<file path="src/rtl/qspi_seq_fsm_pkg.sv">
// State encoding and small helpers shared by the QSPI transfer-phase sequencer.
package qspi_fsm_pkg;

    typedef enum logic [3:0] {
        ST_FREE       = 4'h0,
        ST_FINISH     = 4'h1,
        ST_READY      = 4'h2,
        ST_REQ        = 4'h3,
        ST_ADDR       = 4'h4,
        ST_WR_DATA    = 4'h5,
        ST_RD_DUMMY   = 4'h6,
        ST_RD         = 4'h7,
        ST_WR_CSR     = 4'h8,
        ST_CHECK      = 4'h9,
        ST_WAIT_READ  = 4'hA,
        ST_WREN       = 4'hB,
        ST_WAIT_CHECK = 4'hC,
        ST_CHECK_FAIL = 4'hD,
        ST_POLL       = 4'hE,
        ST_START      = 4'hF
    } state_e;

    // States in which the selected flash must see its chip select low.
    function automatic logic csActive(input state_e st);
        return (st == ST_WREN)     || (st == ST_REQ)      || (st == ST_ADDR) ||
               (st == ST_WR_CSR)   || (st == ST_WR_DATA)  || (st == ST_RD_DUMMY) ||
               (st == ST_RD)       || (st == ST_POLL);
    endfunction

endpackage

</file>
<file path="src/rtl/qspi_seq_fsm_if.sv">
// Request/status bundle between the interface level, the sequencer and the tran level.
interface qspi_seq_fsm_if #(
    parameter int CS_NUM = 2,
    parameter int CS_W   = 1
);
    logic              io_start_signal;
    logic [CS_W-1:0]   io_cs_sel;
    logic              io_interface_lev_wren;
    logic              io_addr_valid;
    logic              io_dummy_valid;
    logic              io_wr_valid;
    logic              io_rd_valid;
    logic              io_erase_valid;
    logic              io_poll_en;
    logic              io_tran_finish;
    logic              io_busy;
    logic              io_check_pass;

    logic [3:0]        io_state;
    logic              io_next_req;
    logic              io_state_wren_way;
    logic              io_state_check_way;
    logic [CS_NUM-1:0] io_cs_n;
    logic [7:0]        io_retry_cnt;
    logic              io_error;
    logic              io_timeout;

    modport master (
        output io_start_signal, io_cs_sel, io_interface_lev_wren, io_addr_valid,
               io_dummy_valid, io_wr_valid, io_rd_valid, io_erase_valid, io_poll_en,
               io_tran_finish, io_busy, io_check_pass,
        input  io_state, io_next_req, io_state_wren_way, io_state_check_way,
               io_cs_n, io_retry_cnt, io_error, io_timeout
    );

    modport slave (
        input  io_start_signal, io_cs_sel, io_interface_lev_wren, io_addr_valid,
               io_dummy_valid, io_wr_valid, io_rd_valid, io_erase_valid, io_poll_en,
               io_tran_finish, io_busy, io_check_pass,
        output io_state, io_next_req, io_state_wren_way, io_state_check_way,
               io_cs_n, io_retry_cnt, io_error, io_timeout
    );

endinterface

</file>
<file path="src/rtl/qspi_seq_fsm_sat_counter.sv">
// Saturating up-counter with a clear that takes priority over increment.
module qspi_sat_counter #(
    parameter int WIDTH = 8
) (
    input  logic             clock,
    input  logic             reset,
    input  logic             clr_i,
    input  logic             inc_i,
    output logic [WIDTH-1:0] value_o
);

    logic [WIDTH-1:0] count_q;
    logic [WIDTH-1:0] count_d;

    // Clear wins; increment stops at all-ones so the count never wraps.
    always_comb begin
        count_d = count_q;
        if (clr_i) begin
            count_d = '0;
        end else if (inc_i && !(&count_q)) begin
            count_d = count_q + WIDTH'(1);
        end
    end

    // Count register with synchronous reset.
    always_ff @(posedge clock) begin
        if (reset) begin
            count_q <= '0;
        end else begin
            count_q <= count_d;
        end
    end

    assign value_o = count_q;

endmodule

</file>
<file path="src/rtl/qspi_seq_fsm.sv">
// Sequences one flash request through INST/ADDR/DUMMY/DATA phases, with WIP polling,
// bounded verify retries with back-off, and chip-select routing.
module qspi_seq_fsm
    import qspi_fsm_pkg::*;
#(
    parameter int CS_NUM    = 2,
    parameter int CS_W      = 1,
    parameter int BACKOFF_W = 8,
    parameter int MAX_RETRY = 3,
    parameter int POLL_MAX  = 1024
) (
    input logic           clock,
    input logic           reset,
    qspi_seq_fsm_if.slave bus
);

    localparam logic [BACKOFF_W-1:0] BACKOFF_LAST = {1'b0, {(BACKOFF_W-1){1'b1}}};

    state_e            state_q, state_d;
    logic [CS_W-1:0]   csSel_q;
    logic [CS_NUM-1:0] csN_q;
    logic [CS_NUM-1:0] csOneHot;
    logic              wrenWay_q, checkWay_q, error_q, timeout_q;

    logic [15:0]          pollCnt;
    logic [7:0]           retryCnt;
    logic [BACKOFF_W-1:0] backoffCnt;

    logic fin;
    logic clrReq;
    logic pollHit;
    logic retryMax;
    logic backoffDone;
    logic pollInc;
    logic retryInc;
    logic setError;
    logic setTimeout;

    assign fin         = bus.io_tran_finish;
    assign pollHit     = (17'(pollCnt) + 17'd1) == 17'(POLL_MAX);
    assign retryMax    = retryCnt == 8'(MAX_RETRY);
    assign backoffDone = backoffCnt == BACKOFF_LAST;
    assign clrReq      = (state_d == ST_FREE) || (state_d == ST_START);

    // Next-state decode plus the one-shot events that feed the counters and status flags.
    always_comb begin
        state_d    = state_q;
        pollInc    = 1'b0;
        retryInc   = 1'b0;
        setError   = 1'b0;
        setTimeout = 1'b0;
        case (state_q)
            ST_FREE:       if (bus.io_start_signal) state_d = ST_START;
            ST_START:      state_d = ST_READY;
            ST_READY: begin
                if (fin) begin
                    if (((bus.io_wr_valid && bus.io_interface_lev_wren) || bus.io_erase_valid)
                        && !wrenWay_q) begin
                        state_d = ST_WREN;
                    end else begin
                        state_d = ST_REQ;
                    end
                end
            end
            ST_WREN:       if (fin) state_d = ST_READY;
            ST_REQ: begin
                if (fin) begin
                    if (checkWay_q)              state_d = ST_RD;
                    else if (bus.io_addr_valid)  state_d = ST_ADDR;
                    else if (bus.io_wr_valid)    state_d = ST_WR_CSR;
                    else if (bus.io_dummy_valid) state_d = ST_RD_DUMMY;
                    else if (bus.io_rd_valid)    state_d = ST_RD;
                    else                         state_d = ST_FINISH;
                end
            end
            ST_ADDR: begin
                if (fin) begin
                    if (bus.io_rd_valid)      state_d = ST_RD_DUMMY;
                    else if (bus.io_wr_valid) state_d = ST_WR_DATA;
                    else                      state_d = ST_FINISH;
                end
            end
            ST_WR_CSR:     if (fin) state_d = ST_FINISH;
            ST_RD_DUMMY:   if (fin) state_d = ST_RD;
            ST_WR_DATA:    if (fin) state_d = bus.io_poll_en ? ST_POLL : ST_READY;
            ST_POLL: begin
                if (fin) begin
                    pollInc = 1'b1;
                    if (!bus.io_busy) begin
                        state_d = ST_READY;
                    end else if (pollHit) begin
                        state_d    = ST_FINISH;
                        setTimeout = 1'b1;
                    end
                end
            end
            ST_RD:         if (fin) state_d = checkWay_q ? ST_WAIT_CHECK : ST_WAIT_READ;
            ST_WAIT_READ:  state_d = ST_FINISH;
            ST_WAIT_CHECK: state_d = ST_CHECK;
            ST_CHECK: begin
                if (bus.io_check_pass) begin
                    state_d = ST_FINISH;
                end else if (retryMax) begin
                    state_d  = ST_FINISH;
                    setError = 1'b1;
                end else begin
                    state_d  = ST_CHECK_FAIL;
                    retryInc = 1'b1;
                end
            end
            ST_CHECK_FAIL: if (backoffDone) state_d = ST_READY;
            ST_FINISH:     state_d = ST_FREE;
            default:       state_d = ST_FREE;
        endcase
    end

    qspi_sat_counter #(.WIDTH(16)) u_pollCnt (
        .clock   (clock),
        .reset   (reset),
        .clr_i   (clrReq),
        .inc_i   (pollInc),
        .value_o (pollCnt)
    );

    qspi_sat_counter #(.WIDTH(8)) u_retryCnt (
        .clock   (clock),
        .reset   (reset),
        .clr_i   (clrReq),
        .inc_i   (retryInc),
        .value_o (retryCnt)
    );

    // The back-off count is cleared on the edge that leaves CHECK_FAIL, so the
    // state exits exactly when the MSB would have set and the count reads zero elsewhere.
    qspi_sat_counter #(.WIDTH(BACKOFF_W)) u_backoff (
        .clock   (clock),
        .reset   (reset),
        .clr_i   (state_d != ST_CHECK_FAIL),
        .inc_i   (state_q == ST_CHECK_FAIL),
        .value_o (backoffCnt)
    );

    // Decode the latched chip-select index into a one-hot vector.
    always_comb begin
        csOneHot = '0;
        for (int i = 0; i < CS_NUM; i++) begin
            csOneHot[i] = (int'(csSel_q) == i);
        end
    end

    // State register, request flags, latched chip select and the registered cs_n drive.
    always_ff @(posedge clock) begin
        if (reset) begin
            state_q    <= ST_FREE;
            csSel_q    <= '0;
            csN_q      <= '1;
            wrenWay_q  <= 1'b0;
            checkWay_q <= 1'b0;
            error_q    <= 1'b0;
            timeout_q  <= 1'b0;
        end else begin
            state_q <= state_d;
            if (state_q == ST_FREE && bus.io_start_signal) begin
                csSel_q <= (int'(bus.io_cs_sel) < CS_NUM) ? bus.io_cs_sel : '0;
            end
            csN_q <= csActive(state_q) ? ~csOneHot : '1;
            if (clrReq) begin
                wrenWay_q <= 1'b0;
            end else if (state_d == ST_WREN) begin
                wrenWay_q <= 1'b1;
            end
            if (clrReq) begin
                checkWay_q <= 1'b0;
            end else if (state_q == ST_WR_DATA && fin) begin
                checkWay_q <= 1'b1;
            end
            if (state_d == ST_FREE) begin
                error_q   <= 1'b0;
                timeout_q <= 1'b0;
            end else begin
                if (setError)   error_q   <= 1'b1;
                if (setTimeout) timeout_q <= 1'b1;
            end
        end
    end

    assign bus.io_state           = state_q;
    assign bus.io_next_req        = (state_q == ST_FINISH);
    assign bus.io_state_wren_way  = wrenWay_q;
    assign bus.io_state_check_way = checkWay_q;
    assign bus.io_cs_n            = csN_q;
    assign bus.io_retry_cnt       = retryCnt;
    assign bus.io_error           = error_q;
    assign bus.io_timeout         = timeout_q;

endmodule

</file>
<file path="src/flat_wrapper.sv">
// flat-port wrapper written by rule: the top's interface ports become plain ports
module qspi_seq_fsm_flat import qspi_fsm_pkg::*;
#(
    parameter int CS_NUM    = 2,
    parameter int CS_W      = 1,
    parameter int BACKOFF_W = 8,
    parameter int MAX_RETRY = 3,
    parameter int POLL_MAX  = 1024
)
  (clock, reset, bus_io_start_signal, bus_io_cs_sel, bus_io_interface_lev_wren, bus_io_addr_valid, bus_io_dummy_valid, bus_io_wr_valid, bus_io_rd_valid, bus_io_erase_valid, bus_io_poll_en, bus_io_tran_finish, bus_io_busy, bus_io_check_pass, bus_io_state, bus_io_next_req, bus_io_state_wren_way, bus_io_state_check_way, bus_io_cs_n, bus_io_retry_cnt, bus_io_error, bus_io_timeout);
  qspi_seq_fsm_if #(.CS_NUM(CS_NUM), .CS_W(CS_W)) bus_i ();
  input logic clock;
  input logic reset;
  input wire logic [$bits(bus_i.io_start_signal)-1:0] bus_io_start_signal;
  input wire logic [$bits(bus_i.io_cs_sel)-1:0] bus_io_cs_sel;
  input wire logic [$bits(bus_i.io_interface_lev_wren)-1:0] bus_io_interface_lev_wren;
  input wire logic [$bits(bus_i.io_addr_valid)-1:0] bus_io_addr_valid;
  input wire logic [$bits(bus_i.io_dummy_valid)-1:0] bus_io_dummy_valid;
  input wire logic [$bits(bus_i.io_wr_valid)-1:0] bus_io_wr_valid;
  input wire logic [$bits(bus_i.io_rd_valid)-1:0] bus_io_rd_valid;
  input wire logic [$bits(bus_i.io_erase_valid)-1:0] bus_io_erase_valid;
  input wire logic [$bits(bus_i.io_poll_en)-1:0] bus_io_poll_en;
  input wire logic [$bits(bus_i.io_tran_finish)-1:0] bus_io_tran_finish;
  input wire logic [$bits(bus_i.io_busy)-1:0] bus_io_busy;
  input wire logic [$bits(bus_i.io_check_pass)-1:0] bus_io_check_pass;
  output wire logic [$bits(bus_i.io_state)-1:0] bus_io_state;
  output wire logic [$bits(bus_i.io_next_req)-1:0] bus_io_next_req;
  output wire logic [$bits(bus_i.io_state_wren_way)-1:0] bus_io_state_wren_way;
  output wire logic [$bits(bus_i.io_state_check_way)-1:0] bus_io_state_check_way;
  output wire logic [$bits(bus_i.io_cs_n)-1:0] bus_io_cs_n;
  output wire logic [$bits(bus_i.io_retry_cnt)-1:0] bus_io_retry_cnt;
  output wire logic [$bits(bus_i.io_error)-1:0] bus_io_error;
  output wire logic [$bits(bus_i.io_timeout)-1:0] bus_io_timeout;
  assign bus_i.io_start_signal = bus_io_start_signal;
  assign bus_i.io_cs_sel = bus_io_cs_sel;
  assign bus_i.io_interface_lev_wren = bus_io_interface_lev_wren;
  assign bus_i.io_addr_valid = bus_io_addr_valid;
  assign bus_i.io_dummy_valid = bus_io_dummy_valid;
  assign bus_i.io_wr_valid = bus_io_wr_valid;
  assign bus_i.io_rd_valid = bus_io_rd_valid;
  assign bus_i.io_erase_valid = bus_io_erase_valid;
  assign bus_i.io_poll_en = bus_io_poll_en;
  assign bus_i.io_tran_finish = bus_io_tran_finish;
  assign bus_i.io_busy = bus_io_busy;
  assign bus_i.io_check_pass = bus_io_check_pass;
  assign bus_io_state = bus_i.io_state;
  assign bus_io_next_req = bus_i.io_next_req;
  assign bus_io_state_wren_way = bus_i.io_state_wren_way;
  assign bus_io_state_check_way = bus_i.io_state_check_way;
  assign bus_io_cs_n = bus_i.io_cs_n;
  assign bus_io_retry_cnt = bus_i.io_retry_cnt;
  assign bus_io_error = bus_i.io_error;
  assign bus_io_timeout = bus_i.io_timeout;
  qspi_seq_fsm #(.CS_NUM(CS_NUM), .CS_W(CS_W), .BACKOFF_W(BACKOFF_W), .MAX_RETRY(MAX_RETRY), .POLL_MAX(POLL_MAX)) u_core (.clock(clock), .reset(reset), .bus(bus_i));
endmodule
</file>
<file path="config.mk">
export PLATFORM = sky130hd
export DESIGN_NAME = qspi_seq_fsm_flat
export DESIGN_NICKNAME = d
export VERILOG_FILES = /design/src/rtl/qspi_seq_fsm_pkg.sv /design/src/rtl/qspi_seq_fsm_if.sv /design/src/rtl/qspi_seq_fsm_sat_counter.sv /design/src/rtl/qspi_seq_fsm.sv /design/src/flat_wrapper.sv
export SDC_FILE = /design/constraint.sdc
export NUM_CORES = 1
export LEC_CHECK = 0
export CORE_MARGIN = 10
export CORE_UTILIZATION = 50
export CTS_CLUSTER_DIAMETER = 120
export DETAILED_ROUTE_END_ITERATION = 8
export HOLD_SLACK_MARGIN = 0.03
export PLACE_DENSITY = 0.71
export SLEW_MARGIN = 20
export SYNTH_ARGS = -nofsm -noshare
export SYNTH_HDL_FRONTEND = slang
export SYNTH_SLANG_ARGS = --single-unit
</file>
<file path="constraint.sdc">
create_clock -name clock -period 6.55 [get_ports clock]
set_input_delay 1.965 -clock clock [delete_from_list [all_inputs] [get_ports clock]]
set_output_delay 1.965 -clock clock [all_outputs]
set_load 0.02 [all_outputs]
</file>
==> impl_metrics.py <==
metrics = {
    "die": {
        "die_area_sq_um": 9050,
        "num_rows": 27,
        "core-area_sq_um": 5510,
        "start_util_pct": 51.3,
        "die_w_um": 95.2,
        "die_y_um": 95.2,
        "io_pins": 33,
    },
    "clock_network": {
        "clk_pin_slew_ns": 0.07,
        "post_cts_resized": 0,
        "cts_tree": "built",
        "clkSinkCount": 43,
        "cts_buffers": 5,
        "cts_root_buffer": "clkbuf_8",
        "cts_hold_buf": 0,
        "cts_setup_buffers": 0,
        "insertion_delay_ns": 0.29,
        "clock_path_buffers": 2,
        "ctsHtreeMaxLevel": 2,
    },
    "logic_synthesis": {
        "synth.avg_cell_area_sq_um": 8.58,
        "synth_async_sr_flop_share_pct": 0,
        "synth_top_cell_area_share_pct": 30.5,
        "synthCells": 329,
        "synth.area.top_cells": "dfxtp_1, nor2_4, xor2_1, nor3_1, nand2_1",
        "ys_types": 55,
        "syn-num-nets": 347,
        "synthFlopType": "dfxtp_1",
        "yosysTopAreaCell": "dfxtp_1",
        "ys_seq_area_share_pct": 30.5,
        "synth_edf_count": 0,
        "yosysWarnings": 0,
        "ys_seq_elements": 43,
        "netlist_area_sq_um": 2820,
    },
    "routing": {
        "dr.first_iter.drc_count": 94,
        "avgViaCountPerCell": 5.57,
        "drc": 0,
        "drt_wl_total_um": 5840,
        "vias": 2343,
        "wl_per_cell_um": 13.9,
        "detail-route-antenna-nets": 0,
        "dr.pass1.iters": 4,
    },
    "global_route": {
        "grt_use_total_pct": 12.9,
        "antenna_found_initial": 0,
        "grt.overflow.total": 0,
        "grt_first_pass_wirelength_um": 9900,
        "grt_max_degree": 27,
        "first_global_vias": 2198,
    },
    "placement": {
        "portBuffers": 32,
        "dp.final_hpwl_um": 4370,
        "placed_cell_area_sq_um": 3090,
        "dp.cells": 413,
        "routabilityCongestion": 0.910,
    },
    "sta": {
        "hold_slack_ns": 0.395,
        "relSlewSlack_pct": 55.4,
        "setup_viol_count_final": 0,
        "max_freq_mhz": 216,
        "drv_slew": 0,
        "worstMarginPinSlew_ns": 0.669,
        "clock_skew_ns": 0.00439,
        "rsz0062_at_grt": "no",
        "finalCritPeriodShare_pct": 70.8,
        "tns_ns": 0,
        "hold_violations": 0,
        "min_period_ns": 4.64,
    },
    "cells_and_area": {
        "final_cell_mix": "dfxtp_1, clkdlybuf4s50_1, nand2_1, nor2_1, nor3_1",
        "final_common_cell": "dfxtp_1",
        "fin_util_pct": 57.6,
        "area_delta_synth_final_pct": 12.3,
        "nets": 366,
        "antenna_cells": 0,
        "design_area_sq_um": 3170,
        "drive_gt1_share_pct": 10.3,
        "fin_cells": 421,
    },
    "worst_setup_path": {
        "cp-end-kind": "flip-flop",
        "arrival_ns": 4.83,
        "critPathMaxFanout": 26,
        "critPathRequiredTime_ns": 6.75,
        "worstSetupPathType": "input pin to flip-flop",
        "cp-start-kind": "input pin",
    },
    "power": {
        "power_frac_seq_pct": 39.8,
        "p_per_area_nw_per_um2": 257,
        "pwr-share-comb_pct": 40.9,
        "clkPwrFrac_pct": 19.3,
        "p_sw_share_pct": 41.8,
        "switchingPower_mw": 0.341,
        "p_int_mw": 0.475,
        "peakVddDrop_uv": 184,
        "p_leak_nw": 1.01,
    },
    "min_path": {
        "min_path_type": "flip-flop to flip-flop",
    },
    "flow_run": {
        "max_cap_violations": 0,
    },
    "outcome": {
        "outcome": "finished clean",
    },
}
-- cells in the mapped netlist (all sizes together) (6+ instances only) --
master,number
a21oi,13
and3,9
and4,8
buf,14
clkbuf,6
dfxtp,43
inv,6
nand2,27
nand2b,6
nand3,14
nand4,10
nor2,44
nor3,23
o21ai,9
xnor2,11
xor2,19
-- worst max-delay path, stage by stage --
cell and delay, ns:
clkdlybuf4s50_1 0.71, nor3b_1 0.30, a2111o_1 0.43, o21a_1 0.18, a41o_1 0.23, a41o_1 0.24, nand2b_4 0.45, a311oi_2 0.32
-- area by class of cell --
type                       instances  area [sq um]
clock buffer                       7          76.3
inverter                           6          22.5
clock inverter                     1          5.00
tap                               72          90.1
fill                             493          2330
timing repair buffer              32           320
multi-input combinational        260          1800
sequential                        43           861
-- cells by family after synthesis --
| logic type | share of synthesized area, % |
|---|---|
| DFF | 30.5 |
| AOI/OAI and AO/OA | 11.9 |
| xor gates and xnor gates | 9.30 |
| buffers and inverters | 5.89 |
| muxes | 1.42 |
| and+or+nand+nor | 39.2 |
| adders and majority gates | 1.77 |
-- routing by layer --
layer  share of wire (%)  wire [um]  GRT usage (%)
met2                  48       2780           21.4
met1                  47       2720           16.5
met4                0.82         48           3.37
met3                 5.0        293           2.99
met5                   0          0              0
-- flip-flops by register name, summed over array words and instances (netlist names), 2 cells and up --
| signal | count |
|---|---|
| u_core.u_backoff.value_o | 8 |
| u_core.u_retryCnt.value_o | 8 |
| u_core.bus.io_state | 4 |
| u_core.bus.io_cs_n | 2 |
| u_core.u_pollCnt.value_o | 16 |
-- power by group through the flow --
stage          clock [mW]  combinational [mW]  sequential, mW
3_5_place_dp            0               0.337           0.330
3_3_place_gp            0               0.336           0.332
5_1_grt             0.178               0.367           0.332
6_report            0.158               0.334           0.325
4_1_cts             0.165               0.338           0.325
2_1_floorplan           0               0.323           0.311
-- metrics by stage --
step / total power, mW / setup slack [ns]
after detailed placement: 0.667 / 1.62
final: 0.817 / 1.91
after floorplan: 0.635 / 2.73
after CTS: 0.828 / 1.93
after global routing: 0.877 / 1.75
after global placement: 0.668 / 1.63
-- worst paths after layout --
path                     startpoint                            to  slack [ns]  cells after the start
max              bus_io_tran_finish  u_core.u_pollCnt.value_o[15]        1.91                      8
min                  u_core.csSel_q         u_core.bus.io_cs_n[1]        0.40                      1
max reg2reg  u_core.bus.io_state[0]  u_core.u_pollCnt.value_o[15]        3.75                      6
min reg2reg          u_core.csSel_q         u_core.bus.io_cs_n[1]        0.40                      1
Note: power is estimated with default switching activity, not from simulation.
